--- config.mk ---
export PLATFORM = sky130hd
export DESIGN_NAME = dec_sync_ctrl
export DESIGN_NICKNAME = d
export VERILOG_FILES = /design/src/rtl/dec_sync_ctrl_pkg.sv /design/src/rtl/dec_err_cnt.sv /design/src/rtl/dec_sync_ctrl.sv
export SDC_FILE = /design/constraint.sdc
export NUM_CORES = 1
export LEC_CHECK = 0
export ABC_AREA = 1
export CORE_MARGIN = 2
export CORE_UTILIZATION = 52
export DETAILED_ROUTE_END_ITERATION = 16
export PLACE_DENSITY = 0.8
export SYNTH_ARGS = -nofsm -noshare
export SYNTH_HDL_FRONTEND = slang
export SYNTH_SLANG_ARGS = --single-unit
export TNS_END_PERCENT = 1
--- constraint.sdc ---
create_clock -name clk -period 1.95 [get_ports clk]
set_input_delay 0.4875 -clock clk [delete_from_list [all_inputs] [get_ports clk]]
set_output_delay 0.4875 -clock clk [all_outputs]
set_load 0.005 [all_outputs]
--- src/rtl/dec_sync_ctrl_pkg.sv ---
// dec_sync_ctrl_pkg: shared state encoding and constants for the 8b/10b decoder sync controller
package dec_sync_ctrl_pkg;

    typedef enum logic [2:0] {
        ST_LOS   = 3'd0,
        ST_CDET  = 3'd1,
        ST_SYNC1 = 3'd2,
        ST_SYNC2 = 3'd3,
        ST_SYNC3 = 3'd4,
        ST_SYNC4 = 3'd5
    } sync_state_e;

    localparam logic [7:0] K28_5         = 8'hBC;
    localparam int         COMMA_CNT_DEF = 3;
    localparam int         GOOD_RUN_DEF  = 4;

endpackage

--- src/rtl/dec_err_cnt.sv ---
// dec_err_cnt: 8-bit saturating event counter with a clear that beats increment
module dec_err_cnt (
    input  logic       clk,
    input  logic       reset_n,
    input  logic       clr,
    input  logic       inc,
    output logic [7:0] cnt
);

    logic [7:0] cnt_q;
    logic [7:0] cnt_d;

    // next count: clear wins, otherwise count up and stick at 8'hFF
    always_comb begin
        cnt_d = clr ? 8'h00 : ((inc && cnt_q != 8'hFF) ? cnt_q + 8'd1 : cnt_q);
    end

    // count register
    always_ff @(posedge clk or negedge reset_n) begin
        if (!reset_n) cnt_q <= 8'h00;
        else          cnt_q <= cnt_d;
    end

    assign cnt = cnt_q;

endmodule

--- src/rtl/dec_sync_ctrl.sv ---
// dec_sync_ctrl: comma-based word sync state machine and decoder control / receive data path
module dec_sync_ctrl
    import dec_sync_ctrl_pkg::*;
#(
    parameter int COMMA_CNT = COMMA_CNT_DEF,
    parameter int GOOD_RUN  = GOOD_RUN_DEF
) (
    input  logic       clk,
    input  logic       reset_n,
    input  logic       cfg_enable,
    input  logic       cfg_idle_del,
    input  logic       cnt_clr,
    input  logic       dec_valid,
    input  logic [7:0] dec_dataout,
    input  logic       dec_kout,
    input  logic       dec_kerr,
    input  logic       dec_rderr,
    output logic       dec_ena,
    output logic       dec_idle_del,
    output logic       dec_rdforce,
    output logic       dec_rdin,
    output logic       sync_status,
    output logic [2:0] sync_state,
    output logic [7:0] rx_data,
    output logic       rx_k,
    output logic       rx_valid,
    output logic [7:0] err_cnt
);

    sync_state_e state_q, state_d;
    logic [7:0]  comma_q, comma_d;
    logic [7:0]  good_q, good_d;
    logic        ena_q, ena_d;
    logic        idle_q, idle_d;
    logic        rdforce_q, rdforce_d;
    logic [7:0]  rx_data_q, rx_data_d;
    logic        rx_k_q, rx_k_d;
    logic        rx_valid_q, rx_valid_d;
    logic        is_err;
    logic        is_comma;

    // error outranks comma; neither exists without dec_valid
    assign is_err      = dec_valid && (dec_kerr || dec_rderr);
    assign is_comma    = dec_valid && !is_err && dec_kout && (dec_dataout == K28_5);
    assign sync_status = state_q inside {ST_SYNC1, ST_SYNC2, ST_SYNC3, ST_SYNC4};

    // sync state machine: acquire on COMMA_CNT commas, decay one level per error, recover on GOOD_RUN good words
    always_comb begin
        state_d = state_q;
        comma_d = comma_q;
        good_d  = good_q;
        if (!cfg_enable) begin
            state_d = ST_LOS;
            comma_d = 8'd0;
            good_d  = 8'd0;
        end else if (dec_valid) begin
            case (state_q)
                ST_LOS: begin
                    if (is_comma) begin
                        state_d = ST_CDET;
                        comma_d = 8'd1;
                    end
                end
                ST_CDET: begin
                    if (is_err) begin
                        state_d = ST_LOS;
                        comma_d = 8'd0;
                    end else if (is_comma) begin
                        comma_d = comma_q + 8'd1;
                        if (comma_d >= 8'(COMMA_CNT)) begin
                            state_d = ST_SYNC1;
                            comma_d = 8'd0;
                            good_d  = 8'd0;
                        end
                    end
                end
                ST_SYNC1: begin
                    if (is_err) begin
                        state_d = ST_SYNC2;
                        good_d  = 8'd0;
                    end
                end
                ST_SYNC2, ST_SYNC3, ST_SYNC4: begin
                    if (is_err) begin
                        state_d = (state_q == ST_SYNC4) ? ST_LOS : sync_state_e'(state_q + 3'd1);
                        good_d  = 8'd0;
                    end else begin
                        good_d = good_q + 8'd1;
                        if (good_d >= 8'(GOOD_RUN)) begin
                            state_d = sync_state_e'(state_q - 3'd1);
                            good_d  = 8'd0;
                        end
                    end
                end
                default: begin
                    state_d = ST_LOS;
                    comma_d = 8'd0;
                    good_d  = 8'd0;
                end
            endcase
        end
    end

    // decoder control and receive data path, all one cycle behind their inputs
    always_comb begin
        ena_d      = cfg_enable;
        idle_d     = cfg_idle_del && sync_status;
        rdforce_d  = (state_d == ST_LOS);
        rx_data_d  = dec_valid ? dec_dataout : rx_data_q;
        rx_k_d     = dec_valid ? dec_kout : rx_k_q;
        rx_valid_d = dec_valid && sync_status && !is_err;
    end

    // state and output registers; reset parks the link in LOS with disparity forced
    always_ff @(posedge clk or negedge reset_n) begin
        if (!reset_n) begin
            state_q    <= ST_LOS;
            comma_q    <= 8'd0;
            good_q     <= 8'd0;
            ena_q      <= 1'b0;
            idle_q     <= 1'b0;
            rdforce_q  <= 1'b1;
            rx_data_q  <= 8'h00;
            rx_k_q     <= 1'b0;
            rx_valid_q <= 1'b0;
        end else begin
            state_q    <= state_d;
            comma_q    <= comma_d;
            good_q     <= good_d;
            ena_q      <= ena_d;
            idle_q     <= idle_d;
            rdforce_q  <= rdforce_d;
            rx_data_q  <= rx_data_d;
            rx_k_q     <= rx_k_d;
            rx_valid_q <= rx_valid_d;
        end
    end

    dec_err_cnt u_err_cnt (
        .clk     (clk),
        .reset_n (reset_n),
        .clr     (cnt_clr),
        .inc     (is_err && sync_status),
        .cnt     (err_cnt)
    );

    assign sync_state   = state_q;
    assign dec_ena      = ena_q;
    assign dec_idle_del = idle_q;
    assign dec_rdforce  = rdforce_q;
    assign dec_rdin     = 1'b0;
    assign rx_data      = rx_data_q;
    assign rx_k         = rx_k_q;
    assign rx_valid     = rx_valid_q;

endmodule
### Word level (Yosys, flattened, before mapping)

Cells that the tools add are included.

| cells by class | value |
|---|---|
| order comparisons | 2 |
| eq/ne operators | 16 |
| reduce and logical (&&, ||, !) cells | 19 |
| $add $sub $neg | 5 |
| muxes and demuxes | 29 |

Operator list:

| operator | number |
|---|---|
| $mux 8 | 16 |
| $pmux 8 s4 | 1 |
| $mux 3 | 10 |
| $add 8x1->8 const B | 3 |
| $pmux 8 s3 | 1 |
| $ne 3x3->1 const B | 5 |
| $pmux 3 s4 | 1 |
| $logic_and 1x1->1 | 9 |
| $eq 8x8->1 const B | 1 |
| $ge 8x2->1 const B | 1 |
| $ge 8x3->1 const B | 1 |
| $ne 8x8->1 const B | 1 |
| $eq 3x2->1 const B | 2 |
| $eq 3x3->1 const B | 2 |
| $logic_not 3->1 | 2 |
| $reduce_and 6->1 | 1 |
| $ne 2x2->1 const B | 2 |
| $ne 4x4->1 const B | 1 |
| $reduce_and 4->1 | 1 |
| $reduce_bool 4->1 | 1 |
| $reduce_or 4->1 | 1 |
| $add 3x1->3 const B | 1 |
| $eq 3x1->1 const B | 1 |
| $reduce_or 3->1 | 1 |
| other kinds (5) | 5 |

| storage, ports and cells | value |
|---|---|
| register bits after elaboration | 40 |
| output and inout port bits | 26 |
| bits of input ports | 17 |
| word-level logic and storage cells | 81 |

### Logic depth before layout (Yosys ltp)

Gate-level depths: netlist of run 1.

| depth | value |
|---|---|
| word-level depth | 12 |
| depth in mapped cells | 13 |

### Modules after synthesis

Synthesis of run 1 repeated with hierarchy kept, for this count alone.

| second synthesis, totals | value |
|---|---|
| cell total of the unflattened synthesis | 316 |
| area, all modules | 2354.8 um^2 |

By module, submodules not included:

| module | sequential area each (um^2) | times used | cells an instance | area an instance (um^2) |
|---|---|---|---|---|
| dec_sync_ctrl | 802.0 | 1 | 250 | 1859.3 |
| dec_err_cnt | 200.2 | 1 | 66 | 495.5 |

### Worst setup path after synthesis of run 1

OpenSTA, ideal clock, no wires.

| timing | value |
|---|---|
| path type | register -> register |
| start | register state_q[0], in the netlist sync_state[0] |
| end | register u_err_cnt.cnt_q[4], in the netlist u_err_cnt.cnt[4] |
| buffers on the path | 0 |
| arrival time | 1.659 ns |
| clock period less this slack | 1.783 ns |
| cell stages (with the launch flop) | 12 |
| setup slack | 0.167 ns |
| library setup time | 0.125 ns |
| cells stage by stage | dfrtp_1 inv_1 ha_1 ha_1 nor2_1 nand3_2 nand2_2 a21oi_4 inv_2 nor2_4 a21oi_1 a211oi_2 |

| between the ends | value |
|---|---|
| word-level cells in the longest chain between the ends | 5 |
| elaborated cells on any way between the ends | 8 |

RTL lines:

| item | RTL line | RTL |
|---|---|---|
| from (decl) | dec_sync_ctrl.sv:30 | `sync_state_e state_q, state_d;` |
| from (signal assigned) | dec_sync_ctrl.sv:127 | `state_q <= state_d;` |
| $eq 3x2->1 / $eq 3x3->1 (equally long branches) | dec_sync_ctrl.sv:45 | `assign sync_status = state_q inside {ST_SYNC1, ST_SYNC2, ST_SYNC3, ST_SYNC4};` |
| $reduce_bool 4->1 * | dec_sync_ctrl.sv:45 |  |
| via sync_status | dec_sync_ctrl.sv:22 | `output logic sync_status,` |
| $logic_and 1x1->1 * | dec_sync_ctrl.sv:143 | `.inc (is_err && sync_status),` |
| $logic_and 1x1->1 * | dec_err_cnt.sv:15 | `cnt_d = clr ? 8'h00 : ((inc && cnt_q != 8'hFF) ? cnt_q + 8'd1 : cnt_q);` |
| $reduce_bool 2->1 (no source line) * | -- |  |
| to (signal assigned) | dec_err_cnt.sv:21 | `else cnt_q <= cnt_d;` |
| to (decl) | dec_err_cnt.sv:10 | `logic [7:0] cnt_q;` |

The timed path passes the listed nets; every way through them passes the cells marked *.
A chain may end at the register's enable or synchronous reset.

### Worst setup path in the final report of run 1

| timing | value |
|---|---|
| start | register state_q[0], in the netlist sync_state[0] |
| end | output port sync_status |

| between the ends | value |
|---|---|
| word-level cells in the longest chain between the ends | 2 |
| elaborated cells on any way between the ends | 5 |

RTL lines:

| item | RTL line |
|---|---|
| $eq 3x2->1 / $eq 3x3->1 (equally long branches) | dec_sync_ctrl.sv:45 |
| $reduce_bool 4->1 * | dec_sync_ctrl.sv:45 |
| to (decl) | dec_sync_ctrl.sv:22 |

Every way passes the cells marked *; elsewhere a longest branch is shown, timed or not.

==> results of run 1 <==
-- per-layer routing --
layer / GRT usage / part of all wire
met1: 0.298 / 0.44
met2: 0.393 / 0.50
met4: 0.0577 / 0.013
met3: 0.0476 / 0.046
met5: 0 / 0
-- cell usage after synthesis (2+ instances only) --
cell type / n / area [µm²]
nand3_1: 16 / 80.1
ha_1: 12 / 150
buf_2: 2 / 10.0
nand2_1: 76 / 285
nor2_2: 2 / 12.5
nand4_1: 5 / 31.3
o21ai_1: 4 / 20.0
o21ai_0: 7 / 35.0
inv_1: 40 / 150
dfrtp_1: 39 / 976
a211oi_2: 2 / 25.0
nor2_4: 3 / 33.8
nor2_1: 35 / 131
nor3_4: 2 / 32.5
a31oi_1: 2 / 12.5
a21oi_2: 3 / 26.3
nor3_1: 4 / 20.0
a21oi_1: 10 / 50.1
inv_2: 6 / 22.5
-- worst reg2reg max path, delay by kind of cell, from the launching register on --
family          cells  cell delay (ns)
flops               1             0.42
simple gates        4             0.38
compound gates      3             0.45
fa+ha+maj           1             0.13
buf+inv             6             0.48
-- logic make-up (layout without fill, tap and decap cells) --
family                   count (synthesis)  count (layout)  synth area share
flip-flops                              40              40             0.441
adder cells (fa/ha/maj)                 12              12            0.0661
AND/OR/NAND/NOR                        152             152             0.311
AO/OA/AOI/OAI                           33              33            0.0953
buffers and inverters                   50             137            0.0853
other                                    1               1           0.00165
-- worst min-delay path by stage --
stage	end	startpoint	slack (ns)
after floorplan	comma_q[0]$_DFFE_PN0P_	reset_n	0.19
after global placement	rx_data[6]$_DFFE_PN0P_	rx_data[6]$_DFFE_PN0P_	0.45
after detailed placement	rx_data[1]$_DFFE_PN0P_	rx_data[1]$_DFFE_PN0P_	0.46
after CTS	rx_data[1]$_DFFE_PN0P_	reset_n	0.21
after global routing	comma_q[4]$_DFFE_PN0P_	reset_n	0.24
final	rx_data[4]$_DFFE_PN0P_	reset_n	0.18
-- metrics by stage --
stage	std cells	worst slack, ns	TNS [ns]
2_1_floorplan	288	0.167	0
3_3_place_gp	410	-0.259	-3.85
3_5_place_dp	410	-0.280	-4.48
4_1_cts	419	-0.0226	-0.0228
5_1_grt	427	-0.0899	-0.505
6_report	427	-0.0413	-0.0413
-- report_power, final --
group          internal [mW]  total (mW)  switching, mW
Sequential             0.847       0.855        0.00887
Clock                  0.380       0.661          0.281
Combinational         0.0937       0.182         0.0886
-- area by class of cell --
cell class	count	area (µm²)	share of cell area
clock buffers	6	72.6	0.0221
clock inverters	2	35.0	0.0107
inverters	46	175	0.0533
multi-input cells	198	1210	0.367
flip-flops and latches	40	1000	0.306
well taps	52	65.1	0.0198
repair buffers	83	727	0.221
-- sequential cells by signal (all words and copies together), names as in the netlist --
name / cells
comma_q: 8
dec_ena: 1
dec_idle_del: 1
dec_rdforce: 1
good_q: 8
rx_data: 8
rx_k: 1
rx_valid: 1
sync_state: 3
u_err_cnt.cnt: 8
-- timing repair --
action / CTS / global route
gates resized for setup: 14 / 29
pin swaps: 1 / 14
setup buffers: 1 / 8
setup endpoints to repair: 4 / 28
==> impl_metrics.yaml, run 1 <==
timing:
  max_freq_ghz: 0.502
  skew_ns: 0.00635
  setup_violations: 1
  period_minus_slack_ns: 1.99
  setup_slack_ns: -0.0413
  timing.hold.ws_ns: 0.182
  tightest_slew_ns: 0.574
  slew_headroom: 0.617
  slew_violations: 0
  finalCritPeriodShare: 1.02
  rsz0062_at_grt: "yes"
  finalHoldViolCount: 0
layout:
  num-nets-final: 403
  final_core_util: 0.765
  final_common_cell: "nand2_1"
  drive_gt1_frac: 0.269
  final_cell_mix: "nand2_1, clkdlybuf4s50_1, buf_4"
  n_antenna_cell: 0
  syn_to_final_growth_pct: 44.7
  n_fill_cell: 295
  final_cell_area_mm2: 0.00329
cts:
  cts_tree: "done"
  cts_buffers: 5
  clk_path_buf_depth: 2
  h-tree-depth: 2
  cts.sinks: 40
  clockRootBuffer: "clkbuf_8"
  insertion_delay_ns: 0.30
  cts.clk_slew.worst_paths_ns: 0.07
  hold_buffers: 0
drt:
  finalWirelength_um: 5580
  via_count: 2141
  postRouteAntennaNets: 0
  first_iter_violations: 171
  first_pass_iters: 4
  drc: 0
  via_per_inst: 5.01
  wl_per_cell_um: 13.1
critical_path:
  crit_type: "flip-flop to output pin"
  cp.required_ns: 1.46
  path_buf_inv: 3
  crit_end: "sync_status"
  r2r_slack_ns: 0.01
  startpoint_type: "flip-flop"
  cp.arrival_ns: 1.50
  r2r_end: "u_err_cnt.cnt[4]$_DFFE_PN0P_"
  worstPathCellList: "inv_2 > buf_6 > ha_4 > ha_4 > nor2_4 > nand3_2 > buf_2"
  cp_top_family: "flip-flops"
  critPathSlowestCell: "dfrtp_1"
  end_kind: "output pin"
  reg2reg_depth: 14
  startpoint: "sync_state[0]$_DFF_PN0_"
  r2r_start: "sync_state[0]$_DFF_PN0_"
  crit_path_frequent_cell: "ha_4"
  cp_max_fo: 3
  slowest_delay_ns: 0.41
  crit_cells: 7
placed_design:
  post-dp-hpwl_um: 4030
  io_buffers: 41
  place_area_mm2: 0.00297
  gp_congestion: 0.895
global_route:
  track_usage: 0.229
  overflow: 0
  antenna_found_initial: 0
  grt_max_degree: 28
  grt_pass1_wl_um: 9090
  grt_pass1_vias: 2060
power:
  p_leak_nw: 1.61
  power.density_mw_per_mm2: 517
  totalPowerFinal_mw: 1.70
  ir_drop_v: 0.000278
floorplan:
  io_pins: 43
  core_area_mm2: 0.00429
  rows: 24
  die_area_mm2: 0.00491
  die_h_um: 70.1
  die_x_um: 70.1
  initial_core_util: 0.529
logic_synthesis:
  synth_edf_count: 0
  syn-num-nets: 317
  seq_area_frac_synth: 0.441
  ys.flop_type: "dfrtp_1"
  synth-async-reset-ratio: 1.00
  synth_seq_cells: 40
  ys_warn_count: 0
  synth_cell_type_count: 37
  syn_inst: 288
  syn_avg_cell_area_um2: 7.89
  syn-cell-area_mm2: 0.00227
worst_hold_path:
  hp-class: "input pin to asynchronous set/reset pin"
outcome:
  run_status: "complete, but fails checks"
  violations: "setup timing"
job:
  cap_violations: 0
Note: power is estimated with default switching activity, not from simulation.
==> run 2, diff against run 1 <==
--- a/config.mk
+++ b/config.mk
@@ -7,9 +7,8 @@
 export LEC_CHECK = 0
 export ABC_AREA = 1
 export CORE_MARGIN = 2
-export CORE_UTILIZATION = 52
+export CORE_UTILIZATION = 40
 export DETAILED_ROUTE_END_ITERATION = 16
-export PLACE_DENSITY = 0.8
 export SYNTH_ARGS = -nofsm -noshare
 export SYNTH_HDL_FRONTEND = slang
 export SYNTH_SLANG_ARGS = --single-unit
==> run 2 against run 1 <==
Net effect:
- clock skew rose by 0.0027 ns
- sequential power barely moved
- final area fell by 1.4%
- final cell count rose by 4.2%
- routed wire length fell by 7.7%
- critical path type unchanged
- the run now ends clean
- sequential cell count did not move
- setup slack improved by 0.074 ns
==> impl_metrics.yaml, run 2 (same netlist as run 1, synthesis figures left out) <==
floorplan:
  die_x_um: 79.4
  initial_core_util: 0.413
  rows: 27
  die_area_mm2: 0.00630
  die_h_um: 79.4
  core_area_mm2: 0.00551
  io_pins: 43
critical_path:
  reg2reg_depth: 14
  crit_path_frequent_cell: "inv_2"
  cp_max_fo: 4
  r2r_start: "sync_state[1]$_DFF_PN0_"
  startpoint_type: "flip-flop"
  slowest_delay_ns: 0.42
  critPathSlowestCell: "dfrtp_1"
  worstPathCellList: "inv_2 > buf_6 > ha_4 > inv_2 > nor2_2 > inv_2 > nand3_2 > buf_2"
  r2r_end: "dec_rdforce$_DFF_PN1_"
  r2r_slack_ns: 0.09
  cp_top_family: "buffers and inverters"
  crit_type: "flip-flop to output pin"
  cp.required_ns: 1.46
  end_kind: "output pin"
  path_buf_inv: 5
  cp.arrival_ns: 1.43
global_route:
  grt_pass1_wl_um: 8690
  grt_util_met2: 0.283
  antenna_found_initial: 0
  overflow: 0
  grt_max_degree: 41
  top_usage_layer: "met2"
  grt_pass1_vias: 1973
  grtUsageMet1: 0.239
  met3_usage: 0.0351
  track_usage: 0.174
timing:
  finalSetupTns_ns: 0
  skew_ns: 0.00900
  finalHoldViolCount: 0
  setup_violations: 0
  max_freq_ghz: 0.522
  finalCritPeriodShare: 0.983
  rsz0062_at_grt: "yes"
  period_minus_slack_ns: 1.92
  slew_violations: 0
power:
  power.density_mw_per_mm2: 485
  totalPowerFinal_mw: 1.57
  p_leak_nw: 1.64
  ir_drop_v: 0.000473
layout:
  n_fill_cell: 502
  num-nets-final: 402
  final_cell_mix: "nand2_1, dfrtp_1, buf_4"
  drive_gt1_frac: 0.252
  final_common_cell: "nand2_1"
  syn_to_final_growth_pct: 42.7
  n_antenna_cell: 0
  final_core_util: 0.589
cts:
  clk_path_buf_depth: 2
  insertion_delay_ns: 0.29
  cts_buffers: 5
  cts_tree: "done"
  clockRootBuffer: "clkbuf_8"
  cts.clk_slew.worst_paths_ns: 0.08
  hold_buffers: 0
  h-tree-depth: 2
  cts.sinks: 40
drt:
  wl_per_cell_um: 11.6
  first_iter_violations: 104
  first_pass_iters: 4
  drc: 0
  finalWirelength_um: 5150
  via_per_inst: 4.61
  postRouteAntennaNets: 0
  via_count: 2052
outcome:
  run_status: "completed"
job:
  cap_violations: 0
placed_design:
  io_buffers: 41
  gp_congestion: 0.847
  post-dp-hpwl_um: 3790
worst_hold_path:
  hp-class: "input pin to asynchronous set/reset pin"
[run 2: worst reg2reg max path, stage by stage (launching register included)]
cell and delay [ns]:
dfrtp_1 0.41, inv_2 0.09, buf_4 0.12, ha_1 0.15
nand2_1 0.10, buf_4 0.15, inv_1 0.09, o21ai_0 0.08
nand2_1 0.06, inv_1 0.04, nand3_1 0.08, nand3_1 0.10
a21oi_2 0.16, nand3_1 0.08, nor2_1 0.09
[run 2: what timing repair did]
action                     CTS  global route
setup buffers                5             4
pin swaps                    4             7
setup endpoints to repair    1            26
gates resized for setup     15            25
[run 2: worst max path at each step]
stage	startpoint	endpoint	slack, ns	depth (start not counted)
6_report	sync_state[0]$_DFF_PN0_	sync_status	0.03	8
5_1_grt	sync_state[1]$_DFF_PN0_	dec_rdforce$_DFF_PN1_	-0.08	14
4_1_cts	sync_state[0]$_DFF_PN0_	sync_status	0.003	6
3_5_place_dp	dec_valid	good_q[6]$_DFFE_PN0P_	-0.27	9
3_3_place_gp	dec_valid	good_q[4]$_DFFE_PN0P_	-0.21	9
2_1_floorplan	sync_state[0]$_DFF_PN0_	u_err_cnt.cnt[4]$_DFFE_PN0P_	0.17	11
[run 2: per-stage QoR]
step | worst slack, ns | hold WS, ns | cells | area [µm²]
finish | 0.0329 | 0.237 | 445 | 3240
global route | -0.0844 | 0.294 | 445 | 3240
CTS | 0.00257 | 0.265 | 441 | 3140
detailed placement | -0.271 | 0.462 | 429 | 2990
global placement | -0.213 | 0.454 | 429 | 2990
floorplan | 0.167 | 0.192 | 288 | 2270
[run 2: cell type report]
type | instances | area, µm² | share of cell area
Multi-Input combinational cell | 198 | 1150 | 0.355
Sequential cell | 40 | 1000 | 0.310
Timing Repair Buffer | 82 | 742 | 0.229
Inverter | 46 | 173 | 0.0533
Tap cell | 72 | 90.1 | 0.0278
Clock buffer | 5 | 68.8 | 0.0212
Clock inverter | 2 | 12.5 | 0.00386
[run 2: layer usage]
layer | up-vias | wire length, µm
met1 | 940 | 2510
met5 | - | 0
li1 | 1071 | -
met3 | 5 | 152
met2 | 36 | 2450
met4 | 0 | 44
[run 2: report_power, final]
part | internal [mW] | total, mW | switching, mW | leakage (nW)
sequential | 0.846 | 0.856 | 0.00965 | 0.535
combinational | 0.0984 | 0.189 | 0.0908 | 1.07
clock | 0.242 | 0.528 | 0.286 | 0.0400
total | 1.19 | 1.57 | 0.387 | 1.64
==> run 3, diff against run 2 <==
--- a/config.mk
+++ b/config.mk
@@ -6,6 +6,7 @@
 export NUM_CORES = 1
 export LEC_CHECK = 0
 export ABC_AREA = 1
+export ABC_CLOCK_PERIOD_IN_PS = 1950
 export CORE_MARGIN = 2
 export CORE_UTILIZATION = 40
 export DETAILED_ROUTE_END_ITERATION = 16
==> results of run 3 <==
The final DEF is identical to that of run 2; final timing and power are the same.
